==> src/rtl/seg_display_ctrl_pkg.sv <==
// Shared definitions for the multi-group 7-segment display controller (package seg_pkg):
// segment encodings, register layout, scan slots and dark output values.
package seg_pkg;

  typedef enum logic [1:0] {
    SLOT0 = 2'd0,
    SLOT1 = 2'd1,
    SLOT2 = 2'd2,
    SLOT3 = 2'd3
  } slot_e;

  localparam int unsigned DIG_WORD_BASE = 0;
  localparam int unsigned DIG_HEX_LSB   = 0;
  localparam int unsigned DIG_DP_LSB    = 16;
  localparam int unsigned DIG_BLANK_LSB = 20;
  localparam int unsigned DIG_BLINK_LSB = 24;
  localparam int unsigned CTRL_EN_BIT   = 0;

  localparam logic [7:0] SEG_DARK = 8'hFF;
  localparam logic [3:0] SEL_DARK = 4'hF;

  // Active-low g..a patterns, entry 15 (F) listed first.
  localparam logic [15:0][6:0] HEX7_TABLE = {
    7'h0E, 7'h06, 7'h21, 7'h46, 7'h03, 7'h08, 7'h10, 7'h00,
    7'h78, 7'h02, 7'h12, 7'h19, 7'h30, 7'h24, 7'h79, 7'h40
  };

  function automatic logic [31:0] byte_merge(input logic [31:0] old_val,
                                             input logic [31:0] new_val,
                                             input logic [3:0]  be);
    logic [31:0] res;
    res = old_val;
    for (int unsigned i = 0; i < 4; i++) begin
      if (be[i]) res[8*i +: 8] = new_val[8*i +: 8];
    end
    return res;
  endfunction

  function automatic logic [3:0] sel_onehot_n(input slot_e s);
    return ~(4'b0001 << s);
  endfunction

endpackage

==> src/rtl/seg_display_ctrl_if.sv <==
// Peripheral bus bundle for seg_display_ctrl: byte-enabled writes, combinational read data.
interface seg_display_ctrl_if #(
  parameter int ADDR_W = 4
) ();
  logic [3:0]        dev_we;
  logic [ADDR_W-1:0] dev_addr;
  logic [31:0]       dev_wdata;
  logic [31:0]       dev_rdata;

  modport master (output dev_we, output dev_addr, output dev_wdata, input  dev_rdata);
  modport slave  (input  dev_we, input  dev_addr, input  dev_wdata, output dev_rdata);
endinterface

==> src/rtl/seg_hex_decoder.sv <==
// Combinational 4-bit hex to active-low 7-segment (g..a) decoder; all 16 codes are valid.
module seg_hex_decoder
  import seg_pkg::*;
(
  input  logic [3:0] hex,
  output logic [6:0] seg_n
);
  assign seg_n = HEX7_TABLE[hex];
endmodule

==> src/rtl/seg_display_ctrl.sv <==
// Memory-mapped GROUPS x 4-digit multiplexed 7-segment controller.
// Optional blinking is compiled in when macro SEG_BLINK_EN is defined.
module seg_display_ctrl
  import seg_pkg::*;
#(
  parameter int GROUPS    = 3,
  parameter int ADDR_W    = 4,
  parameter int SCAN_DIV  = 50000,
  parameter int BLINK_DIV = 64
) (
  input  logic                  clk_in,
  input  logic                  sys_rstn,
  seg_display_ctrl_if.slave     bus,
  output logic [8*GROUPS-1:0]   seg,
  output logic [4*GROUPS-1:0]   sel
);

`ifdef SEG_BLINK_EN
  localparam int DIG_W = 28;
`else
  localparam int DIG_W = 24;
`endif
  localparam int WI_W = ADDR_W - 2;
  localparam int PW   = $clog2(SCAN_DIV);

  if (GROUPS < 1 || GROUPS > 7) begin : g_chk_groups
    $error("GROUPS must be 1..7");
  end
  if ((1 << WI_W) < GROUPS + 1) begin : g_chk_addr
    $error("ADDR_W too small for register map");
  end
  if (SCAN_DIV < 2) begin : g_chk_scan
    $error("SCAN_DIV must be >= 2");
  end
  if (BLINK_DIV < 1) begin : g_chk_blink
    $error("BLINK_DIV must be >= 1");
  end

  logic [DIG_W-1:0] dig_q  [GROUPS];
  logic [DIG_W-1:0] wr_dig [GROUPS];
  logic [GROUPS-1:0] dig_hit;
  logic              ctrl_hit;
  logic              en_q;
  logic [WI_W-1:0]   widx;
  logic [1:0]        unused_addr_lsb;

  assign widx            = bus.dev_addr[ADDR_W-1:2];
  assign unused_addr_lsb = bus.dev_addr[1:0];
  assign ctrl_hit        = (widx == WI_W'(GROUPS));

  always_comb begin
    for (int unsigned g = 0; g < GROUPS; g++) begin
      dig_hit[g] = (widx == WI_W'(DIG_WORD_BASE + g));
      wr_dig[g]  = DIG_W'(byte_merge(32'(dig_q[g]), bus.dev_wdata, bus.dev_we));
    end
  end

  always_ff @(posedge clk_in or negedge sys_rstn) begin
    if (!sys_rstn) begin
      for (int unsigned g = 0; g < GROUPS; g++) dig_q[g] <= '0;
      en_q <= 1'b0;
    end else if (|bus.dev_we) begin
      for (int unsigned g = 0; g < GROUPS; g++) begin
        if (dig_hit[g]) dig_q[g] <= wr_dig[g];
      end
      if (ctrl_hit && bus.dev_we[CTRL_EN_BIT / 8]) en_q <= bus.dev_wdata[CTRL_EN_BIT];
    end
  end

  always_comb begin
    bus.dev_rdata = '0;
    for (int unsigned g = 0; g < GROUPS; g++) begin
      if (dig_hit[g]) bus.dev_rdata = 32'(dig_q[g]);
    end
    if (ctrl_hit) bus.dev_rdata[CTRL_EN_BIT] = en_q;
  end

  // Scan prescaler and digit-slot sequencer
  logic [PW-1:0] pre_q;
  logic          tick;
  slot_e         slot_q, slot_d;

  assign tick = (pre_q == PW'(SCAN_DIV - 1));

  always_ff @(posedge clk_in or negedge sys_rstn) begin
    if (!sys_rstn) pre_q <= '0;
    else           pre_q <= tick ? '0 : pre_q + PW'(1);
  end

  always_ff @(posedge clk_in or negedge sys_rstn) begin
    if (!sys_rstn) slot_q <= SLOT0;
    else           slot_q <= slot_d;
  end

  always_comb begin
    slot_d = slot_q;
    if (tick) begin
      unique case (slot_q)
        SLOT0: slot_d = SLOT1;
        SLOT1: slot_d = SLOT2;
        SLOT2: slot_d = SLOT3;
        SLOT3: slot_d = SLOT0;
        default: slot_d = SLOT0;
      endcase
    end
  end

`ifdef SEG_BLINK_EN
  localparam int BW = (BLINK_DIV > 1) ? $clog2(BLINK_DIV) : 1;
  logic [BW-1:0] blink_cnt_q;
  logic          blink_ph_q;

  always_ff @(posedge clk_in or negedge sys_rstn) begin
    if (!sys_rstn) begin
      blink_cnt_q <= '0;
      blink_ph_q  <= 1'b0;
    end else if (tick && slot_q == SLOT3) begin
      if (blink_cnt_q == BW'(BLINK_DIV - 1)) begin
        blink_cnt_q <= '0;
        blink_ph_q  <= ~blink_ph_q;
      end else begin
        blink_cnt_q <= blink_cnt_q + BW'(1);
      end
    end
  end
`endif

  // Each group latches the current slot at terminal count; disable overrides every cycle.
  for (genvar g = 0; g < GROUPS; g++) begin : g_grp
    logic [3:0] hex;
    logic [6:0] hex_seg;
    logic [3:0] dp_m;
    logic [3:0] blank_m;
    logic       slot_dark;
    logic [7:0] seg_q;
    logic [3:0] sel_q;

    always_comb begin
      hex       = dig_q[g][DIG_HEX_LSB + 4*int'(slot_q) +: 4];
      dp_m      = dig_q[g][DIG_DP_LSB +: 4];
      blank_m   = dig_q[g][DIG_BLANK_LSB +: 4];
      slot_dark = blank_m[slot_q];
`ifdef SEG_BLINK_EN
      slot_dark = slot_dark | (blink_ph_q & dig_q[g][DIG_BLINK_LSB + int'(slot_q)]);
`endif
    end

    seg_hex_decoder u_dec (
      .hex   (hex),
      .seg_n (hex_seg)
    );

    always_ff @(posedge clk_in or negedge sys_rstn) begin
      if (!sys_rstn) begin
        seg_q <= SEG_DARK;
        sel_q <= SEL_DARK;
      end else if (!en_q) begin
        seg_q <= SEG_DARK;
        sel_q <= SEL_DARK;
      end else if (tick) begin
        if (slot_dark) begin
          seg_q <= SEG_DARK;
          sel_q <= SEL_DARK;
        end else begin
          seg_q <= {~dp_m[slot_q], hex_seg};
          sel_q <= sel_onehot_n(slot_q);
        end
      end
    end

    assign seg[8*g +: 8] = seg_q;
    assign sel[4*g +: 4] = sel_q;
  end

endmodule

==> src/flat_wrapper.sv <==
// flat-port wrapper written by rule: the top's interface ports become plain ports
module seg_display_ctrl_flat import seg_pkg::*;
#(
  parameter int GROUPS    = 3,
  parameter int ADDR_W    = 4,
  parameter int SCAN_DIV  = 50000,
  parameter int BLINK_DIV = 64
)
  (clk_in, sys_rstn, seg, sel, bus_dev_we, bus_dev_addr, bus_dev_wdata, bus_dev_rdata);
  seg_display_ctrl_if #(.ADDR_W(ADDR_W)) bus_i ();
  input  logic clk_in;
  input  logic sys_rstn;
  output logic [8*GROUPS-1:0] seg;
  output logic [4*GROUPS-1:0] sel;
  input wire logic [$bits(bus_i.dev_we)-1:0] bus_dev_we;
  input wire logic [$bits(bus_i.dev_addr)-1:0] bus_dev_addr;
  input wire logic [$bits(bus_i.dev_wdata)-1:0] bus_dev_wdata;
  output wire logic [$bits(bus_i.dev_rdata)-1:0] bus_dev_rdata;
  assign bus_i.dev_we = bus_dev_we;
  assign bus_i.dev_addr = bus_dev_addr;
  assign bus_i.dev_wdata = bus_dev_wdata;
  assign bus_dev_rdata = bus_i.dev_rdata;
  seg_display_ctrl #(.GROUPS(GROUPS), .ADDR_W(ADDR_W), .SCAN_DIV(SCAN_DIV), .BLINK_DIV(BLINK_DIV)) u_core (.clk_in(clk_in), .sys_rstn(sys_rstn), .bus(bus_i), .seg(seg), .sel(sel));
endmodule
==> config.mk <==
export PLATFORM = sky130hd
export DESIGN_NAME = seg_display_ctrl_flat
export DESIGN_NICKNAME = d
export VERILOG_FILES = /design/src/rtl/seg_display_ctrl_pkg.sv /design/src/rtl/seg_display_ctrl_if.sv /design/src/rtl/seg_hex_decoder.sv /design/src/rtl/seg_display_ctrl.sv /design/src/flat_wrapper.sv
export SDC_FILE = /design/constraint.sdc
export NUM_CORES = 1
export LEC_CHECK = 0
export ABC_AREA = 0
export CORE_MARGIN = 1.5
export CORE_UTILIZATION = 54
export CTS_CLUSTER_DIAMETER = 200
export DETAILED_ROUTE_END_ITERATION = 8
export PLACE_DENSITY_LB_ADDON = 0.3
export SYNTH_ARGS = -nofsm -noshare
export SYNTH_HDL_FRONTEND = slang
export SYNTH_SLANG_ARGS = --single-unit
==> constraint.sdc <==
create_clock -name clk_in -period 2.77 [get_ports clk_in]
set_clock_uncertainty 0.1 [all_clocks]
set_input_delay 0.4155 -clock clk_in [delete_from_list [all_inputs] [get_ports clk_in]]
set_output_delay 0.4155 -clock clk_in [all_outputs]
set_load 0.05 [all_outputs]
==> results.txt <==
----------------------------------------------------
[Drt]
  Average via count per standard cell ... 5.69
  Total DRC errors in the routed layout ... 0
  Final routed wire length divided by cell count ... 18.8 µm
  Via count ... 4863
  Detailed Route WL ... approximately 16000 µm
  DR pass1 iterations ... 5
  Violation count after the first detailed-route iteration ... about 330
  Count of antenna-violating nets left after detailed routing ... 0

[Floorplan]
  Die Area ... around 0.013 mm²
  Area of the placeable core ... about 0.012 mm²
  Core Rows ... 40
  Initial cell density of the core ... 0.558
  Height of the die ... between 100 and 150 µm
  Horizontal extent of the die ... ~110 µm
  Top-level port count ... 110

[STA]
  Maximum achievable frequency ... 395 MHz
  Final-report max-slew violation count ... 0
  Number of setup violations in the final report ... 0
  Min cycle time layout ... roughly 2.5 ns
  Setup TNS ... 0 ns
  Rel. slew slack ... 0.514
  Final hold violations ... 0
  Unrepaired setup endpoints after global routing ... no
  Transition time of the tightest slew-check pin ... approximately 0.73 ns
  Period Utilization, post-route ... 0.915

[Finish]
  Filler Cell Count ... roughly 800
  Number of nets in the finished design ... about 740
  Count of inserted antenna diode cells ... 0
  Share of layout cells above drive strength 1 ... 0.325
  Layout-stage area growth over the synthesis result ... 29.3%

[Placed design]
  I/O Buffers ... 90
  Half-perimeter wire length after placement ... 11500 µm
  Routability Congestion ... approximately 0.83

[Worst setup path]
  Endpoint kind of the worst setup timing path ... flip-flop
  Worst Setup SP ... u_core.slot_q[0]
  Worst setup path category ... reg2reg
  CP max-delay cell ... sky130_fd_sc_hd__mux4_2
  Crit path launch type ... flip-flop
  Critical R2R Launch ... u_core.slot_q[0]
  Cells along the critical path ... buf_12 > mux4_2 > inv_1 > ha_1 > o21ai_0 > o22ai_1 > a21oi_1
  Highest cell delay on the worst timing path ... around 0.60 ns
  Critical-path maximum fanout ... 18
  Arrival @ worst endpoint ... between 2 and 3 ns
  Data required time at the worst endpoint ... ~3 ns

[Clock network]
  CTS sink cnt ... around 130
  Clock buffers created by TritonCTS ... 17
  Root buffer cell ... sky130_fd_sc_hd__clkbuf_16
  Later-pin clock latency in the skew report ... between 0.4 and 0.5 ns
  TritonCTS clock tree ... yes
  Clock slew seen by the registers of the worst setup and hold paths ... approximately 0.06 ns
  H-tree level count ... 4
  Buffer count from post-CTS setup fixing ... 0
  Number of gates resized after cts ... 0
  Largest buffer count on any clock path ... 2

[Yosys]
  Count of synthesis-stage warnings from yosys ... 0
  Part of the Yosys area used for sequential elements ... 0.479
  Dominant synthesized flop cell ... sky130_fd_sc_hd__dfrtp_1
  Count of flip-flops with a built-in enable after synthesis ... 0
  Most common library cells after synthesis ... sky130_fd_sc_hd__dfrtp_1 (91), sky130_fd_sc_hd__mux2_2 (80), sky130_fd_sc_hd__nor2_1 (51)
  Combined area of all synthesized cells ... 0.00673 mm²
  Share of synthesized registers carrying an async set or reset ... 1.00
  Largest cells by area after synthesis ... sky130_fd_sc_hd__dfrtp_1 (34%), sky130_fd_sc_hd__dfstp_2 (14%), sky130_fd_sc_hd__mux2_2 (13%)
  Most frequent cell after synthesis ... sky130_fd_sc_hd__dfrtp_1
  Top cell type by total area after synthesis ... sky130_fd_sc_hd__dfrtp_1
  Mapped Avg Cell Area ... around 12 µm²
  Synth Instances ... between 500 and 600
  #FFs+latches synth ... approximately 130
  Number of distinct library cell variants in the gate-level netlist after synthesis ... 44
  Area fraction of the dominant cell type after synthesis ... 0.338

[Power]
  Worst IR drop on VDD ... ~0.47 mV
  Static Leak ... roughly 3.6 nW
  Fraction of power consumed by combinational cells ... 0.253
  Clock network fraction of design power ... 0.370
  Cell internal power dissipation ... ~4.1 mW
  Final Total Pwr ... 5.93 mW
  Power per standard cell area ... just under 700 mW/mm²
  Sequential cell fraction of total power ... 0.377
  Net switching fraction of the power ... 0.306
  Net switching power figure ... 1.81 mW

[GRT]
  Initial antenna violation count ... 0
  Wire length of the first global-routing pass ... around 26000 µm
  GR Overflow Total ... 0
  Vias in the first global route ... 5150
  GRT Total Usage ... 0.263
  Pin count of the biggest net entering global routing ... 56

[Job]
  Max-capacitance violation count ... 0

[Outcome]
  Status ... finished clean

[Worst hold path]
  Startpoint of the tightest hold check path ... u_core.pre_q[0]
  Hold Path Class ... reg2reg

----------------------------------------------------
[power groups by stage]
stage | Sequential (mW) | Combinational [mW] | Clock [mW]
final | 2.23 | 1.50 | 2.19
after global routing | 2.26 | 1.60 | 2.31
after CTS | 2.23 | 1.50 | 2.22
after detailed placement | 2.26 | 1.49 | 0
after global placement | 2.24 | 1.44 | 0
after floorplan | 2.19 | 0.956 | 0
[critical path: cells and delay by family, from the launching register on]
family | cells | cell delay [ns]
AOI/OAI and AO/OA | 3 | 0.65
adders and majority gates | 1 | 0.25
buffers and inverters | 2 | 0.39
DFF | 1 | 0.44
muxes | 1 | 0.60
[kinds of logic after synthesis]
kind of cell | after synthesis | synth area share
AO/OA/AOI/OAI | 81 | 0.0694
XOR/XNOR | 13 | 0.0169
adder cells (fa/ha/maj) | 23 | 0.0428
buffers and inverters | 52 | 0.0376
flip-flops | 127 | 0.479
multiplexers | 129 | 0.242
other | 1 | 0.000557
AND/OR/NAND/NOR | 147 | 0.112
[stage by stage]
stage,hold slack (ns),cells,util,setup WS [ns],instance area (µm²)
finish,0.366,854,0.721,0.236,8700
global route,0.382,854,0.721,0.160,8700
CTS,0.363,854,0.721,0.262,8700
detailed placement,0.357,821,0.672,0.303,8110
global placement,0.336,821,0.672,0.323,8110
floorplan,0.0199,580,-,0.166,6750
[cell usage in the layout, fill, tap and decap left out, types with 2 or more instances in the layout]
cell and count:
sky130_fd_sc_hd__a21oi_1 24, sky130_fd_sc_hd__bufinv_16 2, sky130_fd_sc_hd__mux4_2 19, sky130_fd_sc_hd__nor2_1 51
sky130_fd_sc_hd__buf_4 17, sky130_fd_sc_hd__inv_6 2, sky130_fd_sc_hd__nor3b_1 3, sky130_fd_sc_hd__clkbuf_16 17
sky130_fd_sc_hd__nand2b_1 2, sky130_fd_sc_hd__mux2_2 80, sky130_fd_sc_hd__clkinv_2 3, sky130_fd_sc_hd__o21bai_1 5
sky130_fd_sc_hd__or3b_2 2, sky130_fd_sc_hd__inv_1 15, sky130_fd_sc_hd__xor2_1 7, sky130_fd_sc_hd__xnor2_1 6
sky130_fd_sc_hd__nor2b_1 2, sky130_fd_sc_hd__and3_1 5, sky130_fd_sc_hd__nand4_1 5, sky130_fd_sc_hd__and2_1 8
sky130_fd_sc_hd__o21ai_1 19, sky130_fd_sc_hd__clkdlybuf4s50_1 65, sky130_fd_sc_hd__ha_1 23, sky130_fd_sc_hd__dfrtp_1 91
sky130_fd_sc_hd__nand3_1 13, sky130_fd_sc_hd__conb_1 8, sky130_fd_sc_hd__mux2i_1 30, sky130_fd_sc_hd__a31oi_1 16
sky130_fd_sc_hd__nor4_1 2, sky130_fd_sc_hd__clkinvlp_4 5, sky130_fd_sc_hd__nand3b_1 3, sky130_fd_sc_hd__o21ai_0 13
sky130_fd_sc_hd__dfstp_2 36, sky130_fd_sc_hd__or2_2 3, sky130_fd_sc_hd__nor3_4 3, sky130_fd_sc_hd__nand2_1 38
sky130_fd_sc_hd__buf_12 28
[metal layers]
layer  vias up  GRT usage  part of all wire
met5         -          0                 0
met4         0      0.111             0.020
met3        33     0.0609             0.056
met2       163      0.424              0.49
met1      2446      0.343              0.43
li1       2221          -                 -
[state kept, by name, indices dropped and copies added (netlist names)]
| register | flops |
|---|---|
| u_core.dig_q | 72 |
| u_core.g_grp.seg_q | 24 |
| u_core.pre_q | 16 |
| u_core.g_grp.sel_q | 12 |
| u_core.slot_q | 2 |
| u_core.en_q | 1 |
[what timing repair did]
| item | 4_1_cts | 5_1_grt |
|---|---|---|
| hold buffers | 1 | 0 |
| setup endpoints to repair | 0 | 0 |
| endpoints found under the hold margin | 33 | 0 |
[worst paths after layout]
check | endpoint | slack [ns] | cells after the start
worst min-delay path | u_core.pre_q[0] | 0.37 | 1
worst min register to register | u_core.pre_q[0] | 0.37 | 1
worst max-delay path | u_core.g_grp[2].seg_q[3] | 0.24 | 7
min in group asynchronous | u_core.pre_q[15] | 0.51 | 2
max in group asynchronous | u_core.g_grp[1].sel_q[1] | 1.29 | 3
worst max register to register | u_core.g_grp[2].seg_q[3] | 0.24 | 7
[layout make-up]
class	count	area (µm²)	area share
Sequential cell	127	3220	0.371
Clock buffer	19	443	0.0509
Timing Repair Buffer	111	1350	0.155
Multi-Input combinational cell	401	3280	0.377
Tap cell	168	210	0.0242
Clock inverter	13	139	0.0160
Inverter	15	56.3	0.00647
Note: power is estimated with default switching activity, not from simulation.
